`src/rtl/ssd_pkg.sv`:
```
// Shared types and constants for the keypad entry / seven-segment scanner.
package ssd_pkg;

  typedef enum logic {
    ST_ENTRY = 1'b0,
    ST_DONE  = 1'b1
  } entry_state_e;

  // Active-high segments, bit 6 = a ... bit 0 = g; entry 15 first, entry 0 last.
  localparam logic [15:0][6:0] SEG_HEX = {
    7'b1000111, 7'b1001111, 7'b0111101, 7'b1001110,
    7'b0011111, 7'b1110111, 7'b1111011, 7'b1111111,
    7'b1110000, 7'b1011111, 7'b1011011, 7'b0110011,
    7'b1111001, 7'b1101101, 7'b0110000, 7'b1111110
  };

  localparam logic [6:0] SEG_BLANK = 7'b0000000;

  function automatic logic [6:0] hex_to_seg(input logic [3:0] val);
    return SEG_HEX[val];
  endfunction

endpackage

```
`src/rtl/ssd_digit_scanner.sv`:
```
// Free-running digit multiplexer: holds each digit index for SCAN_DIV clocks.
module ssd_digit_scanner #(
  parameter int NUM_DIGITS = 4,
  parameter int SCAN_DIV   = 250_000
) (
  input  logic                          clk,
  input  logic                          rst_n,
  output logic [$clog2(NUM_DIGITS)-1:0] scan_sel
);

  localparam int SW = $clog2(NUM_DIGITS);
  localparam int CW = $clog2(SCAN_DIV);
  localparam logic [CW-1:0] CNT_TC  = CW'(SCAN_DIV - 1);
  localparam logic [SW-1:0] SEL_MAX = SW'(NUM_DIGITS - 1);

  logic [CW-1:0] cnt_q, cnt_d;
  logic [SW-1:0] sel_q, sel_d;
  logic          tc;

  assign tc = (cnt_q == CNT_TC);

  always_comb begin
    cnt_d = tc ? '0 : cnt_q + 1'b1;
    sel_d = sel_q;
    if (tc) begin
      sel_d = (sel_q == SEL_MAX) ? '0 : sel_q + 1'b1;
    end
  end

  always_ff @(posedge clk or negedge rst_n) begin
    if (!rst_n) begin
      cnt_q <= '0;
      sel_q <= '0;
    end else begin
      cnt_q <= cnt_d;
      sel_q <= sel_d;
    end
  end

  assign scan_sel = sel_q;

endmodule

```
`src/rtl/ssd_entry_scanner.sv`:
```
// Keypad digit entry buffer with multiplexed seven-segment output.
// Define SSD_BLANK_EN to blank display positions that hold no entered digit.
//
//   state    | meaning
//   ST_ENTRY | accepting digits, backspace and enter
//   ST_DONE  | entry finished, buffer frozen until next key or clear
module ssd_entry_scanner
  import ssd_pkg::*;
#(
  parameter int         NUM_DIGITS = 4,
  parameter int         SCAN_DIV   = 250_000,
  parameter int         SHIFT_MODE = 0,
  parameter logic [3:0] ENTER_KEY  = 4'hF,
  parameter logic [3:0] BKSP_KEY   = 4'hE
) (
  input  logic                            clk,
  input  logic                            rst_n,
  input  logic                            key_valid,
  input  logic [3:0]                      key_code,
  input  logic                            clear,
  output logic [4*NUM_DIGITS-1:0]         digits,
  output logic [$clog2(NUM_DIGITS+1)-1:0] digit_count,
  output logic                            full,
  output logic                            entry_done,
  output logic [$clog2(NUM_DIGITS)-1:0]   scan_sel,
  output logic [6:0]                      scan_seg
);

  localparam int SW   = $clog2(NUM_DIGITS);
  localparam int CNTW = $clog2(NUM_DIGITS + 1);
  localparam logic [CNTW-1:0] CNT_MAX = CNTW'(NUM_DIGITS);
  localparam logic [SW-1:0]   PTR_MAX = SW'(NUM_DIGITS - 1);

  entry_state_e                state_q, state_d;
  logic [NUM_DIGITS-1:0][3:0]  digits_q, digits_d;
  logic [CNTW-1:0]             count_q, count_d;
  logic [SW-1:0]               ptr_q, ptr_d;
  logic                        done_q, done_d;
  logic [6:0]                  seg_q, seg_d;
  logic [SW-1:0]               sel;
  logic                        go;

  ssd_digit_scanner #(
    .NUM_DIGITS (NUM_DIGITS),
    .SCAN_DIV   (SCAN_DIV)
  ) u_scan (
    .clk      (clk),
    .rst_n    (rst_n),
    .scan_sel (sel)
  );

  always_comb begin
    state_d  = state_q;
    digits_d = digits_q;
    count_d  = count_q;
    ptr_d    = ptr_q;
    done_d   = 1'b0;
    go       = 1'b0;

    if (clear) begin
      digits_d = '0;
      count_d  = '0;
      ptr_d    = '0;
      state_d  = ST_ENTRY;
    end else if (key_valid) begin
      go = 1'b1;
      // A key in DONE starts a fresh entry; ENTER there only clears.
      if (state_q == ST_DONE) begin
        digits_d = '0;
        count_d  = '0;
        ptr_d    = '0;
        state_d  = ST_ENTRY;
        go       = (key_code != ENTER_KEY);
      end

      if (go) begin
        if (key_code == ENTER_KEY) begin
          done_d  = 1'b1;
          state_d = ST_DONE;
        end else if (key_code == BKSP_KEY) begin
          if (count_d != '0) begin
            count_d = count_d - 1'b1;
            if (SHIFT_MODE == 0) begin
              ptr_d           = (ptr_d == '0) ? PTR_MAX : ptr_d - 1'b1;
              digits_d[ptr_d] = 4'h0;
            end else begin
              for (int i = 0; i < NUM_DIGITS - 1; i++) begin
                digits_d[i] = digits_d[i+1];
              end
              digits_d[NUM_DIGITS-1] = 4'h0;
            end
          end
        end else begin
          if (SHIFT_MODE == 0) begin
            digits_d[ptr_d] = key_code;
            ptr_d           = (ptr_d == PTR_MAX) ? '0 : ptr_d + 1'b1;
          end else begin
            for (int i = NUM_DIGITS - 1; i > 0; i--) begin
              digits_d[i] = digits_d[i-1];
            end
            digits_d[0] = key_code;
          end
          if (count_d != CNT_MAX) begin
            count_d = count_d + 1'b1;
          end
        end
      end
    end
  end

  always_comb begin
    seg_d = hex_to_seg(digits_q[sel]);
`ifdef SSD_BLANK_EN
    if (CNTW'(sel) >= count_q) begin
      seg_d = SEG_BLANK;
    end
`endif
  end

  always_ff @(posedge clk or negedge rst_n) begin
    if (!rst_n) begin
      state_q  <= ST_ENTRY;
      digits_q <= '0;
      count_q  <= '0;
      ptr_q    <= '0;
      done_q   <= 1'b0;
      seg_q    <= hex_to_seg(4'h0);
    end else begin
      state_q  <= state_d;
      digits_q <= digits_d;
      count_q  <= count_d;
      ptr_q    <= ptr_d;
      done_q   <= done_d;
      seg_q    <= seg_d;
    end
  end

  assign digits      = digits_q;
  assign digit_count = count_q;
  assign full        = (count_q == CNT_MAX);
  assign entry_done  = done_q;
  assign scan_sel    = sel;
  assign scan_seg    = seg_q;

endmodule

```
`config.mk`:
```
export PLATFORM = sky130hd
export DESIGN_NAME = ssd_entry_scanner
export DESIGN_NICKNAME = d
export VERILOG_FILES = /design/src/rtl/ssd_pkg.sv /design/src/rtl/ssd_digit_scanner.sv /design/src/rtl/ssd_entry_scanner.sv
export SDC_FILE = /design/constraint.sdc
export NUM_CORES = 1
export LEC_CHECK = 0
export BUFFER_PORTS_ARGS = -buffer_cell sky130_fd_sc_hd__clkbuf_2
export CAP_MARGIN = 20
export CORE_ASPECT_RATIO = 0.5
export CORE_MARGIN = 1.5
export CORE_UTILIZATION = 52
export CTS_BUF_LIST = sky130_fd_sc_hd__clkbuf_16
export DETAILED_ROUTE_END_ITERATION = 7
export PLACE_DENSITY = 0.8
export SYNTH_ARGS = -nofsm -noshare
export SYNTH_HDL_FRONTEND = slang
export SYNTH_SLANG_ARGS = --single-unit
```
`constraint.sdc`:
```
create_clock -name clk -period 2.4 [get_ports clk]
set_clock_uncertainty 0.2 [all_clocks]
set_input_delay 0.12 -clock clk [delete_from_list [all_inputs] [get_ports clk]]
set_output_delay 0.12 -clock clk [all_outputs]
set_load 0.005 [all_outputs]
```
# ---- Word-level counts from Yosys, hierarchy flattened
# Memories as Yosys holds them, arrays and structs flattened. A register that Yosys moved wholly into a read port is not among the register bits.
# Cells that the tools add are included.
dict set report totals {
  register_bits 43
  rom_bits 112
  inputBits 8
  out_inout_bits 30
  wordCells 86
  memories 1
}
# memory words word_bits rd rd_ports_with_merged_regs write_ports line
set mem_list {}
lappend mem_list {{(no name shown)} 16 7 1 1 0 ssd_pkg.sv:20} ;# return SEG_HEX[val];
dict set report classes {
  n_addsub 6
  order_cmp 5
  n_eq_ne 8
  mux 48
  bitwise_logic 2
  reduce_logical 6
}
# op n
set op_table {}
lappend op_table {{16-bit 2-to-1 mux} 9}
lappend op_table {{3-bit 2-to-1 mux} 10}
lappend op_table {{2-bit 2-to-1 mux} 12}
lappend op_table {{18-bit by 1-bit adder with 18-bit output (second input constant)} 1}
lappend op_table {{18-bit == test (second input constant)} 1}
lappend op_table {{18-bit 2-to-1 mux} 1}
lappend op_table {{16-bit bitwise AND} 1}
lappend op_table {{16-bit bitwise mux} 1}
lappend op_table {{4-bit demux with 2-bit select} 2}
lappend op_table {{16-bit NOT} 1}
lappend op_table {{4-bit 2-to-1 mux} 3}
lappend op_table {{2-bit by 3-bit less-than comparator with 1-bit output (second input constant)} 3}
lappend op_table {{1-bit 2-to-1 mux} 9}
lappend op_table {{4-bit binary-select mux with 2-bit select} 1}
lappend op_table {{4-bit == test (second input constant)} 2}
lappend op_table {{2-bit by 1-bit adder with 2-bit output (second input constant)} 2}
lappend op_table {{2-bit == test (second input constant)} 2}
lappend op_table {{2-bit by 1-bit greater-or-equal comparator with 1-bit output (second input constant)} 2}
lappend op_table {{4-bit inequality test (second input constant)} 1}
lappend op_table {{3-bit by 1-bit adder with 3-bit output (second input constant)} 1}
lappend op_table {{3-bit == test (second input constant)} 1}
lappend op_table {{3-bit inequality test (second input constant)} 1}
lappend op_table {{3-bit nonzero test} 1}
lappend op_table {{3-bit by 1-bit subtractor with 3-bit output (second input constant)} 1}
lappend op_table {{other kinds (5)} 6}

# ---- Longest topological paths before layout
# Gate-level depths: netlist of the first run.
dict set report depth {
  ltp_word 17
  ltp_mapped 9
  depth_no_buf 7
}

# ---- Modules after synthesis
# A second synthesis of the first run with hierarchy kept.
dict set report unflattened {
  hier_cells 298
  area_unflattened_um2 3084.2
}
# mod instances cells_per_inst area_each_um2 seq_area_each_um2
set by_module_without_submodules {}
lappend by_module_without_submodules {ssd_entry_scanner 1 209 2049.5 758.2}
lappend by_module_without_submodules {ssd_digit_scanner 1 89 1034.7 500.5}

# ---- Worst setup path before layout of the first run
# No wires, ideal clock.
dict set report synth_timing {
  kind {reg-to-reg}
  from {reg u_scan.sel_q[0] (netlist: u_scan.scan_sel[0])}
  to {reg seg_q[5] (netlist: scan_seg[5])}
  setup_ns 0.082
  arrival_time_ns 1.967
  t_required_ns 2.118
  setup_slack_ns 0.150
  stages_incl_launch_ff 8
  n_path_buf 1
  period_less_slack_ns 2.250
  cell_sequence {dfrtp_1 > clkbuf_1 > mux4_1 > inv_1 > ha_1 > inv_1 > mux2_1 > a22oi_1}
}
dict set report synth_between {
  elab_chain_cells 2
}
# element line
set synth_lines {}
lappend synth_lines {{start: declaration} ssd_digit_scanner.sv:17} ;# logic [SW-1:0] sel_q, sel_d;
lappend synth_lines {{start signal: assignment} ssd_digit_scanner.sv:36} ;# sel_q <= sel_d;
lappend synth_lines {{4-bit binary-select mux with 2-bit select} ssd_entry_scanner.sv:112} ;# seg_d = hex_to_seg(digits_q[sel]);
lappend synth_lines {{4-bit 2-to-1 mux (not written as such)} ssd_entry_scanner.sv:112}
lappend synth_lines {{end: declaration} ssd_entry_scanner.sv:39} ;# logic [6:0] seg_q, seg_d;
# Every way passes these cells. The select of a mux whose other input is x is not followed.
# A chain may end at the register's enable or synchronous reset.

# ---- Worst setup path in the final report of the first run
# Ends and elaborated chain as after synthesis.

==> run metrics, run 1 <==
outcome completed; Die ar. 0.00606 mm²; Arr. time, crit path 2.22 ns; Post-synth EDFFs 0; post-CTS setup buffers 0; FMAX 452 MHz; Initial Utilization 56.4%; Slew Limit Fails 0; Syn Nets 321; Setup crit start kind register; first-pass GRT wire length 11.3 mm; ANT nets after route 0; DRC Markers 0; Routability Congestion 0.913; kind of end point of the critical path register; Placement Setup Slack 0.205 ns; Site Rows 18; Max rail drop VDD 0.299 mV; Global Route Usage Sum 24.1%; core area 0.00513 mm²; Mapped Area 0.00290 mm²; vias in the first global route 2272; largest net degree at the start of global routing 32; worst min path class in -> reg; Die W 109 µm; clk_lat worst skew 0.29 ns; P&R area growth vs syn 16.6%; post-synth cell types 56; worst-path cell chain mux4_1, inv_1, ha_1, inv_1, mux2_1, a22oi_1; WL final 6.81 mm; Final min period 2.21 ns; GRT overflow 0; CTS tree yes; clock sinks 50; CTS Root Cell clkbuf_16; Main synth FF type dfrtp_1; First-pass DRT Iterations 5; Final Hold Fails 0; hold path cells 3; total number of vias 2460; Die H 55.8 µm; # port buffers 37; Crit Path Max Fanout 5; 1st-iter DRT viols 122; post-route setup slack 0.187 ns; hold_buf cts 2; MaxCap Viol Count 0; CP max stage cell mux4_1; initial antenna violation count 0; Worst-path clk slew 0.06 ns; layout cell share with drive strength beyond 1 21.4%; drt via density 5.91; DP HPWL 4.87 mm; Worst path max stage delay 0.66 ns; Post-synth ARST share 100%; LEAKAGE 1.54 nW; reg2reg path depth 6; power per cell area 587 mW/mm²; Slew headroom 66.2%; total CTS buffers 5; worst path required time 2.41 ns; Setup-failing EPs final 0; I/O Pins 38; post-CTS sizing 0; synth warn 0; Synth Register Bits 50; crit share post-route 92.2%; Final #Nets 365; Setup CP Type reg -> reg; TNS Setup 0 ns; Top cell by count, worst path inv_1; WL/cell 16.4 µm; ant diodes 0; unrepaired setup endpoints after global routing no; cells after synthesis 301; Slew @ Worst Pin 0.503 ns; post-synthesis sequential area ratio 43.4%; mean post-synth cell area 9.63 µm²; H-tree lvl count 2; Max clock buf depth 2
registers in the layout (all words and copies together) (netlist names):
register         count
u_scan.scan_sel      2
digit_count          3
state_q              1
ptr_q                2
scan_seg             7
digits              16
u_scan.cnt_q        18
entry_done           1
synth_stat cells, types with 2 or more instances:
| master | count | area [µm²] |
|---|---|---|
| a21o_1 | 2 | 15.0 |
| a21oi_1 | 19 | 95.1 |
| a22oi_1 | 2 | 15.0 |
| a31oi_1 | 4 | 25.0 |
| a41oi_1 | 2 | 17.5 |
| and2b_1 | 2 | 15.0 |
| and3_1 | 3 | 18.8 |
| buf_2 | 2 | 10.0 |
| clkbuf_1 | 10 | 37.5 |
| dfrtp_1 | 44 | 1100 |
| dfstp_2 | 6 | 158 |
| ha_1 | 12 | 150 |
| inv_1 | 11 | 41.3 |
| mux2_2 | 3 | 33.8 |
| mux4_1 | 2 | 52.6 |
| mux4_2 | 2 | 45.0 |
| nand2_1 | 27 | 101 |
| nand2b_1 | 13 | 81.3 |
| nand3_1 | 9 | 45.0 |
| nand3_2 | 2 | 20.0 |
| nand3b_1 | 3 | 22.5 |
| nand4_1 | 4 | 25.0 |
| nand4b_1 | 2 | 17.5 |
| nor2_1 | 27 | 101 |
| nor2b_1 | 4 | 25.0 |
| nor3_1 | 4 | 20.0 |
| nor3b_1 | 3 | 22.5 |
| nor4b_1 | 2 | 17.5 |
| o2111ai_1 | 4 | 35.0 |
| o211ai_1 | 2 | 15.0 |
| o21ai_0 | 21 | 105 |
| o21ai_1 | 4 | 20.0 |
| o22ai_1 | 4 | 25.0 |
| o31ai_1 | 3 | 22.5 |
| or2_0 | 2 | 12.5 |
| xnor2_1 | 6 | 52.6 |
| xor2_1 | 10 | 87.6 |
metrics by stage:
stage	hold WS, ns	utilization [%]	cells	instance area, µm²	power (mW)
after floorplan	-0.376	-	301	2900	1.10
after global placement	-0.0956	62.3	406	3200	1.20
after detailed placement	-0.0862	62.3	406	3200	1.21
after CTS	0.0356	65.8	416	3380	1.99
after global routing	0.0816	65.8	416	3380	2.07
final	0.0476	65.8	416	3380	1.98
cell families after synthesis:
family	after synthesis	share of synthesized area (%)
AOI/OAI and AO/OA	73	16.0
xor gates and xnor gates	16	4.84
adders and majority gates	12	5.18
buffers and inverters	25	3.63
DFF	50	43.4
muxes	9	5.27
and+or+nand+nor	116	21.6
worst max-delay path: cells and delay by family, from the launching register on:
kind / cells / cell delay [ns]
muxes: 2 / 0.95
buffers and inverters: 2 / 0.22
AOI/OAI and AO/OA: 1 / 0.15
DFF: 1 / 0.44
adders and majority gates: 1 / 0.16
layout by cell type, fill, tap and decap left out, drive strengths merged, types with 3 or more instances in the layout:
| cell | synthesis | routed |
|---|---|---|
| dfrtp | 44 | 44 |
| clkbuf | 11 | 42 |
| nand2 | 27 | 27 |
| nor2 | 27 | 27 |
| o21ai | 25 | 25 |
| a21oi | 19 | 19 |
| nand2b | 13 | 13 |
| inv | 11 | 13 |
| ha | 12 | 12 |
| buf | 3 | 12 |
| nand3 | 11 | 11 |
| xor2 | 10 | 10 |
| xnor2 | 6 | 6 |
| dfstp | 6 | 6 |
| nor2b | 5 | 5 |
| nor3 | 4 | 4 |
| nand4 | 4 | 4 |
| a31oi | 4 | 4 |
| o2111ai | 4 | 4 |
| o22ai | 4 | 4 |
| mux2 | 4 | 4 |
| mux4 | 4 | 4 |
| and3 | 3 | 3 |
| nand3b | 3 | 3 |
| nor3b | 3 | 3 |
| o31ai | 3 | 3 |
power breakdown:
group | total (mW) | internal [mW] | switching, mW | leakage [nW]
sequential | 0.920 | 0.888 | 0.0320 | 0.656
clock | 0.778 | 0.484 | 0.294 | 0.0864
combinational | 0.286 | 0.117 | 0.168 | 0.799
total | 1.98 | 1.49 | 0.494 | 1.54
final cells by class:
class	count	area [µm²]
fill	403	1760
multi-input combinational	226	1530
sequential	50	1260
timing repair buffer	51	295
clock buffer	5	125
tap	70	87.6
inverter	11	41.3
clock inverter	3	37.5
metal layers:
| layer | GRT usage [%] | wire length (µm) | vias up |
|---|---|---|---|
| li1 | - | - | 1162 |
| met1 | 32.8 | 3030 | 1182 |
| met2 | 39.2 | 3170 | 97 |
| met3 | 5.62 | 478 | 19 |
| met4 | 6.02 | 134 | 0 |
| met5 | 0 | 0 | - |
path summary, 6_finish.rpt:
kind / from / end / slack, ns
setup / recovery: u_scan.scan_sel[0] / scan_seg[5] / 0.19
hold / removal: key_code[0] / digits[8] / 0.05
setup reg to reg: u_scan.scan_sel[0] / scan_seg[5] / 0.19
hold reg to reg: u_scan.cnt_q[0] / u_scan.cnt_q[0] / 0.28
max in group asynchronous: rst_n / scan_seg[5] / 1.06
min in group asynchronous: rst_n / state_q / 0.13
Power figures use the tool's default switching activity.
==> inputs of run 2 (changes only) <==
--- a/config.mk
+++ b/config.mk
@@ -5,7 +5,7 @@
 export SDC_FILE = /design/constraint.sdc
 export NUM_CORES = 1
 export LEC_CHECK = 0
-export BUFFER_PORTS_ARGS = -buffer_cell sky130_fd_sc_hd__clkbuf_2
+export BUFFER_PORTS_ARGS = -buffer_cell sky130_fd_sc_hd__buf_2
 export CAP_MARGIN = 20
 export CORE_ASPECT_RATIO = 0.5
 export CORE_MARGIN = 1.5
==> run 2 against run 1 <==
  * Final area is 1.0% lower
  * Highest routed layer unchanged
  * Sequential cell count is the same
  * Register-to-register slack is essentially flat
  * Maximum frequency about the same
  * Die area did not move
  * Worst setup slack got worse by 0.0013 ns
  * Sequential share of layout area rose by 0.43 points
  * Critical endpoint unchanged
  * Utilization is 0.68 points lower
  * Wire length fell by 4.5%
==> run metrics, run 2 (synthesized netlist as in run 1, its figures left out) <==
largest net degree at the start of global routing 51; unrepaired setup endpoints after global routing no; max layer used met4; Util after Layout 65.1%; First-pass DRT Iterations 4; Reg with most FFs u_scan.cnt_q; Largest register FFs 18; Final Hold Fails 0; total CTS buffers 5; Top cell by count, worst path inv_1; Worst-path clk slew 0.07 ns; Max rail drop VDD 0.348 mV; WL/cell 15.8 µm; P&R area growth vs syn 15.4%; clock sinks 50; Setup CP Type reg -> reg; Crit Path Max Fanout 7; most common cell after layout, fill and taps aside dfrtp_1; drt via density 5.93; Routability Congestion 0.863; worst-path cell chain mux4_1, inv_1, ha_1, inv_1, mux2_1, a22oi_1; CTS Root Cell clkbuf_16; Die ar. 0.00606 mm²; outcome completed; WL final 6.50 mm; TNS Setup 0 ns; Die W 109 µm; ant diodes 0; total number of vias 2442; DRC Markers 0; kind of end point of the critical path register; most frequent cells in the layout dfrtp_1 (43), buf_2 (37), nand2_1 (27), nor2_1 (27), o21ai_0 (21); CTS tree yes; crit share post-route 92.3%; Slew headroom 45.9%; Setup crit start kind register; Die H 55.8 µm; post-CTS setup buffers 0; 1st-iter DRT viols 135; clk_lat worst skew 0.29 ns; power per cell area 578 mW/mm²; vias in the first global route 2292; DR WL met3 416 µm; # port buffers 37; layout cell share with drive strength beyond 1 21.1%; Worst path max stage delay 0.67 ns; worst path required time 2.42 ns; MaxCap Viol Count 0; Initial Utilization 56.4%; initial antenna violation count 0; Final #Nets 361; length of routed wiring on met1 3.00 mm; I/O Pins 38; worst min path class in -> reg; H-tree lvl count 2; CP max stage cell mux4_1; DP HPWL 4.56 mm; Slew @ Worst Pin 0.808 ns; Global Route Usage Sum 23.3%; GRT overflow 0; Final min period 2.21 ns; metal2 WL 2.99 mm; Arr. time, crit path 2.23 ns; worst hold slack 0.0353 ns; LEAKAGE 1.52 nW; first-pass GRT wire length 11.0 mm; ANT nets after route 0; Slew Limit Fails 0; core area 0.00513 mm²; Site Rows 18; Max clock buf depth 2; Setup-failing EPs final 0; FMAX 452 MHz
run 2: changes by cell type in the layout (fill, tap and decap cells not counted):
cell	delta
clkbuf_2	-37
bufinv_16	-1
buf_4	-5
inv_6	+1
inv_8	+1
dfrtp_2	+1
clkinv_4	+1
dfrtp_1	-1
dlygate4sd3_1	+1
inv_1	-2
buf_2	+37
run 2: worst paths after layout:
check                              startpoint                  to  slack, ns  cells past startpoint
hold / removal                    key_code[1]           digits[5]       0.04                      3
hold reg to reg              u_scan.cnt_q[17]    u_scan.cnt_q[17]       0.29                      1
setup reg to reg           u_scan.scan_sel[0]         scan_seg[5]       0.19                      6
max in group asynchronous               rst_n  u_scan.scan_sel[0]       1.28                      3
setup / recovery           u_scan.scan_sel[0]         scan_seg[5]       0.19                      6
min in group asynchronous               rst_n           digits[4]       0.27                      3
run 2: timing repair:
action | in CTS | in global routing
hold endpoints to repair | 46 | 0
hold buffers | 3 | 0
resized for setup | 0 | 1
setup endpoints to repair | 0 | 1
run 2: stage by stage:
stage               setup WS [ns]  instances  total power, mW  cell area (µm²)
global route               0.0701        412             2.03             3340
detailed placement          0.138        401             1.20             3160
global placement            0.247        401             1.20             3160
finish                      0.186        412             1.93             3340
floorplan                   0.150        301             1.10             2900
CTS                         0.106        412             1.95             3340
run 2: area by class of cell:
class	count	area [µm²]
tap	70	87.6
sequential	50	1260
multi-input combinational	226	1530
clock inverter	3	28.8
clock buffer	5	125
inverter	11	41.3
fill	420	1790
timing repair buffer	47	268
run 2: layer usage:
metal / global-route usage (%) / up-vias
met2: 36.6 / 82
li1: - / 1153
met1: 32.2 / 1196
met5: 0 / -
met4: 6.20 / 0
met3: 5.85 / 11
run 2: critical path: cells and delay by family, from the launching register on:
kind                       cells  cell delay [ns]
AOI/OAI and AO/OA              1             0.15
adders and majority gates      1             0.16
buffers and inverters          2             0.21
DFF                            1             0.45
muxes                          2             0.97
run 2: report_power, final:
part	switching [mW]	leakage, nW	internal, mW
clock	0.339	0.0763	0.400
sequential	0.0301	0.654	0.887
combinational	0.163	0.791	0.114
total	0.532	1.52	1.40
